--- src/rtl/ula_multdiv.sv ---
// rtl/ula_multdiv.sv - iterative HI/LO multiply/divide unit (shift-add multiply, restoring divide)
module ula_multdiv #(
  parameter int WIDTH = 32
) (
  input  logic             clock,
  input  logic             reset_n,
  input  logic             start,
  input  logic [2:0]       OpSelect,
  input  logic [WIDTH-1:0] entrada1,
  input  logic [WIDTH-1:0] entrada2,
  output logic             busy,
  output logic             done,
  output logic             div_zero,
  output logic [WIDTH-1:0] hi,
  output logic [WIDTH-1:0] lo
);

  localparam int CW = $clog2(WIDTH + 1);

  typedef enum logic [1:0] {IDLE, RUN, FIX} state_t;

  state_t           state;
  logic [CW-1:0]    cnt;
  logic [WIDTH:0]   acc;
  logic [WIDTH-1:0] aux;
  logic [WIDTH-1:0] b_reg;
  logic             op_div;
  logic             neg_q;
  logic             neg_r;
  logic             div_by_zero;

  logic               sgn_op;
  logic               a_neg;
  logic               b_neg;
  logic [WIDTH-1:0]   a_mag;
  logic [WIDTH-1:0]   b_mag;
  logic [WIDTH-1:0]   mul_add;
  logic [WIDTH:0]     mul_sum;
  logic [WIDTH:0]     rem_shift;
  logic [WIDTH:0]     rem_diff;
  logic [2*WIDTH-1:0] prod;
  logic [2*WIDTH-1:0] prod_fix;
  logic [WIDTH-1:0]   quo_fix;
  logic [WIDTH-1:0]   rem_fix;

  assign busy = (state != IDLE);

  // Signed ops iterate on magnitudes; the most-negative value maps onto itself as unsigned.
  always_comb begin
    sgn_op    = OpSelect[0];
    a_neg     = sgn_op && entrada1[WIDTH-1];
    b_neg     = sgn_op && entrada2[WIDTH-1];
    a_mag     = a_neg ? -entrada1 : entrada1;
    b_mag     = b_neg ? -entrada2 : entrada2;
    mul_add   = aux[0] ? b_reg : '0;
    mul_sum   = acc + {1'b0, mul_add};
    rem_shift = {acc[WIDTH-1:0], aux[WIDTH-1]};
    rem_diff  = rem_shift - {1'b0, b_reg};
    prod      = {acc[WIDTH-1:0], aux};
    prod_fix  = neg_q ? -prod : prod;
    quo_fix   = neg_q ? -aux : aux;
    rem_fix   = neg_r ? -acc[WIDTH-1:0] : acc[WIDTH-1:0];
  end

  always_ff @(posedge clock or negedge reset_n) begin
    if (!reset_n) begin
      state       <= IDLE;
      cnt         <= '0;
      acc         <= '0;
      aux         <= '0;
      b_reg       <= '0;
      op_div      <= 1'b0;
      neg_q       <= 1'b0;
      neg_r       <= 1'b0;
      div_by_zero <= 1'b0;
      done        <= 1'b0;
      div_zero    <= 1'b0;
      hi          <= '0;
      lo          <= '0;
    end else begin
      done <= 1'b0;
      case (state)
        IDLE: begin
          if (start) begin
            case (OpSelect)
              3'b000, 3'b001, 3'b010, 3'b011: begin
                state       <= RUN;
                cnt         <= '0;
                acc         <= '0;
                div_zero    <= 1'b0;
                op_div      <= OpSelect[1];
                neg_q       <= a_neg ^ b_neg;
                neg_r       <= a_neg && OpSelect[1];
                div_by_zero <= OpSelect[1] && (entrada2 == '0);
                // Multiply: aux holds the multiplier; divide: aux holds the dividend.
                aux         <= OpSelect[1] ? a_mag : b_mag;
                b_reg       <= OpSelect[1] ? b_mag : a_mag;
              end
              3'b100:  hi <= entrada1;
              3'b101:  lo <= entrada1;
              default: ;
            endcase
          end
        end
        RUN: begin
          if (op_div) begin
            if (!rem_diff[WIDTH]) begin
              acc <= rem_diff;
              aux <= {aux[WIDTH-2:0], 1'b1};
            end else begin
              acc <= rem_shift;
              aux <= {aux[WIDTH-2:0], 1'b0};
            end
          end else begin
            acc <= {1'b0, mul_sum[WIDTH:1]};
            aux <= {mul_sum[0], aux[WIDTH-1:1]};
          end
          cnt <= cnt + 1'b1;
          if (cnt == CW'(WIDTH - 1)) state <= FIX;
        end
        FIX: begin
          if (op_div) begin
            if (div_by_zero) begin
              div_zero <= 1'b1;
            end else begin
              hi <= rem_fix;
              lo <= quo_fix;
            end
          end else begin
            hi <= prod_fix[2*WIDTH-1:WIDTH];
            lo <= prod_fix[WIDTH-1:0];
          end
          done  <= 1'b1;
          state <= IDLE;
        end
        default: state <= IDLE;
      endcase
    end
  end

endmodule
--- config.mk ---
export PLATFORM = sky130hd
export DESIGN_NAME = ula_multdiv
export DESIGN_NICKNAME = d
export VERILOG_FILES = /design/src/rtl/ula_multdiv.sv
export SDC_FILE = /design/constraint.sdc
export NUM_CORES = 1
export LEC_CHECK = 0
export BUFFER_PORTS_ARGS = -buffer_cell sky130_fd_sc_hd__buf_2
export CORE_MARGIN = 10
export CORE_UTILIZATION = 56
export DETAILED_ROUTE_END_ITERATION = 10
export PLACE_DENSITY = 0.79
export RECOVER_POWER = 25
export SKIP_CTS_REPAIR_TIMING = 1
export SLEW_MARGIN = 0
export SYNTH_ARGS = -nofsm -noshare
export SYNTH_HDL_FRONTEND = slang
export SYNTH_SLANG_ARGS = --single-unit
--- constraint.sdc ---
create_clock -name clock -period 3.9 [get_ports clock]
set_input_delay 0.39 -clock clock [delete_from_list [all_inputs] [get_ports clock]]
set_output_delay 0.39 -clock clock [all_outputs]
set_load 0.03 [all_outputs]
==> flow_summary.yaml <==
final_layout:
  area_delta_synth_final_pct: 15.04
  nFillCells: 2302
  final_common_cell: "nand2_1"
  stdcell_area_sq_um: 17080
  fin_cells: 2409
  regMostFlops: "acc"
  final_cell_mix: "nand2_1 (212), a21oi_1 (191), o21ai_0 (188)"
  seq_area_sq_um: 4380
  diodes: 0
  largest_reg_flops: 33
  multi_input_area_sq_um: 9839
  nets: 2203
  layout-drive-gt1-share: 0.1591
timing:
  finClkSkew_ns: 0.01814
  fmax_mhz: 266.7
  relSlewSlack: -0.8590
  period_share: 0.9613
  period_minus_slack_ns: 3.749
  finalSetupViolCount: 0
  hold_viol_final: 0
  fin_hold_ws_ns: 0.2856
  maxSlewViolCount: 100
  tightest_slew_ns: 2.789
clock_tree:
  cts_buffer_depth: 2
  clk_latency_ns: 0.45
  htree_levels: 4
  root_buffer: "clkbuf_16"
  cts.sinks: 175
  cts_buffers: 17
  clkTransAtPathRegs_ns: 0.08
  cts_tree: "done"
setup_path:
  path_delay_family: "compound AO/OA/AOI/OAI gates"
  worstSetupPathType: "reg -> reg"
  crit_arrival_ns: 4.14
  cp-end-kind: "flip-flop"
  path_buf_inv: 2
  crit_chain: "inv_1, ha_1, a21o_1, a211o_1, a21oi_1, o2111ai_2, a31oi_2, nor2b_1, o21a_1, o21a_1, o21ai_1, nand2b_1, ha_4, buf_4, nor2_1, a22oi_1, nand2_1"
  max_stage_delay_ns: 0.47
  start_kind: "flip-flop"
  crit_path_frequent_cell: "o21a_1"
  required_ns: 4.29
  cp_max_fo: 8
  cpMaxStageDelayCell: "nor2_1"
pwr:
  p_sw_w: 0.007864
  p_int_w: 0.007607
  p_per_area_nw_per_um2: 905.6
  switching_share: 0.5083
  combPwrFrac: 0.670
  power_frac_seq: 0.215
  clkPwrFrac: 0.115
  p_leak_nw: 7.680
  ir_drop_v: 0.0004947
die:
  start_util: 0.5699
  die_area_sq_um: 33430
  row_count: 59
  floorplan.die.height_microns: 182.8
  core_region_area_sq_um: 26060
  ios: 137
  fp.dieW_microns: 182.8
hold_path:
  hp-class: "in -> reg"
global_routing:
  grt_pass1_vias: 14738
  grt_max_degree: 101
  antenna_found_initial: 0
  grt_usage: 0.3282
  grt_pass1_wl_microns: 86670
  gr-total-overflow: 0
route:
  vias: 15608
  viasPerCell: 6.479
  ant_nets: 0
  routed_wl_microns: 56960
  route.detailed.drc: 0
  first_pass_iters: 7
  routedWlPerCell_microns: 23.65
  drt_iter0_markers: 1855
placed_design:
  hpwlAfterDp_microns: 44220
  place.gp.congestion: 0.9910
  placed_area_sq_um: 16430
  dpl.cell_count: 2377
  io_buffers: 136
logic_synthesis:
  ys_warn_count: 0
  syn_nets: 2053
  synth_top_flop_cell: "dfrtp_1"
  synthTopCellsByArea: "dfrtp_1 (29%), a21oi_1 (6.5%), o21ai_0 (6.5%)"
  synthDistinctLibCells: 74
  synth_edf_count: 0
  async_flop_share: 1.000
  synthCells: 1911
  synth_top_area_cell: "dfrtp_1"
  netlist_area_sq_um: 14850
  synth_top_area_share: 0.2949
  ys_ff_latch: 175
  syn_avg_cell_area_sq_um: 7.771
  yosysSeqAreaShare: 0.2949
outcome:
  violations: "max-capacitance violations, max-slew violations"
  outcome: "finished with violations"
job:
  drv_cap: 1
[power by group through the flow]
stage / clock network, W / registers [W] / logic, W
after floorplan: 0 / 0.00371 / 0.00616
after global placement: 0 / 0.00327 / 0.00981
after detailed placement: 0 / 0.00331 / 0.00997
after CTS: 0.00177 / 0.00327 / 0.0100
after global routing: 0.00185 / 0.00339 / 0.0113
final: 0.00178 / 0.00332 / 0.0104
[worst min-delay path: cells and delay by family]
kind                   cells  cell delay [ns]
AOI/OAI and AO/OA          1             0.06
and+or+nand+nor            1             0.11
buffers and inverters      1             0.13
[area by class of cell]
| type | instances | share of cell area |
|---|---|---|
| clock buffers | 19 | 0.02651 |
| clock inverters | 13 | 0.007983 |
| inverters | 68 | 0.01494 |
| multi-input cells | 1546 | 0.5759 |
| flip-flops and latches | 175 | 0.2564 |
| well taps | 335 | 0.02453 |
| repair buffers | 253 | 0.09367 |
[synth_stat cells (12+ instances only)]
cell type,instances
or3_1,14
a21o_1,38
nor2_1,168
buf_1,12
nand3_1,36
nor4_1,15
clkbuf_1,105
a21oi_1,194
nor3_1,40
o31ai_1,37
nand2_1,212
mux2i_1,47
a22oi_1,13
xnor2_1,96
o21ai_0,192
xor2_1,76
a211oi_1,54
nand2b_1,21
o221ai_1,12
ha_1,70
nand4_1,13
dfrtp_1,175
and2_1,25
inv_1,67
a31oi_1,22
o211ai_1,25
[per-stage QoR]
step | utilization | setup slack [ns] | TNS (ns) | power, W
global route | 0.6556 | -0.03958 | -0.2088 | 0.01651
detailed placement | 0.6304 | 0.04198 | 0 | 0.01328
CTS | 0.6530 | -0.001695 | -0.001695 | 0.01508
floorplan | - | 0.002965 | 0 | 0.009866
finish | 0.6556 | 0.1510 | 0 | 0.01547
global placement | 0.6304 | 0.1365 | 0 | 0.01308
[cells by family (layout without fill, tap and decap cells)]
kind of cell | Yosys count | in the layout | share of synthesized area
flops | 175 | 175 | 0.2949
buf+inv | 190 | 353 | 0.04979
xor+xnor | 172 | 172 | 0.1014
fa+ha+maj | 72 | 72 | 0.06167
mux | 50 | 50 | 0.03395
compound gates | 657 | 657 | 0.2721
simple gates | 595 | 595 | 0.1862
[layer usage]
metal / up-vias / track usage / share of wire
met3: 133 / 0.09488 / 0.12
met2: 907 / 0.4795 / 0.43
met1: 7400 / 0.4378 / 0.41
li1: 7168 / - / -
met4: 0 / 0.1575 / 0.049
met5: - / 0 / 0
[path summary, 6_finish.rpt]
check,slack (ns),end,cells past startpoint,from
setup / recovery,0.15,acc[17],17,b_reg[13]
hold / removal,0.29,div_by_zero,3,entrada2[30]
setup reg to reg,0.15,acc[17],17,b_reg[13]
hold reg to reg,0.47,hi[10],2,hi[10]
max in group asynchronous,1.31,op_div,1,reset_n
min in group asynchronous,0.76,hi[16],1,reset_n
(Power assumes the default switching activity.)
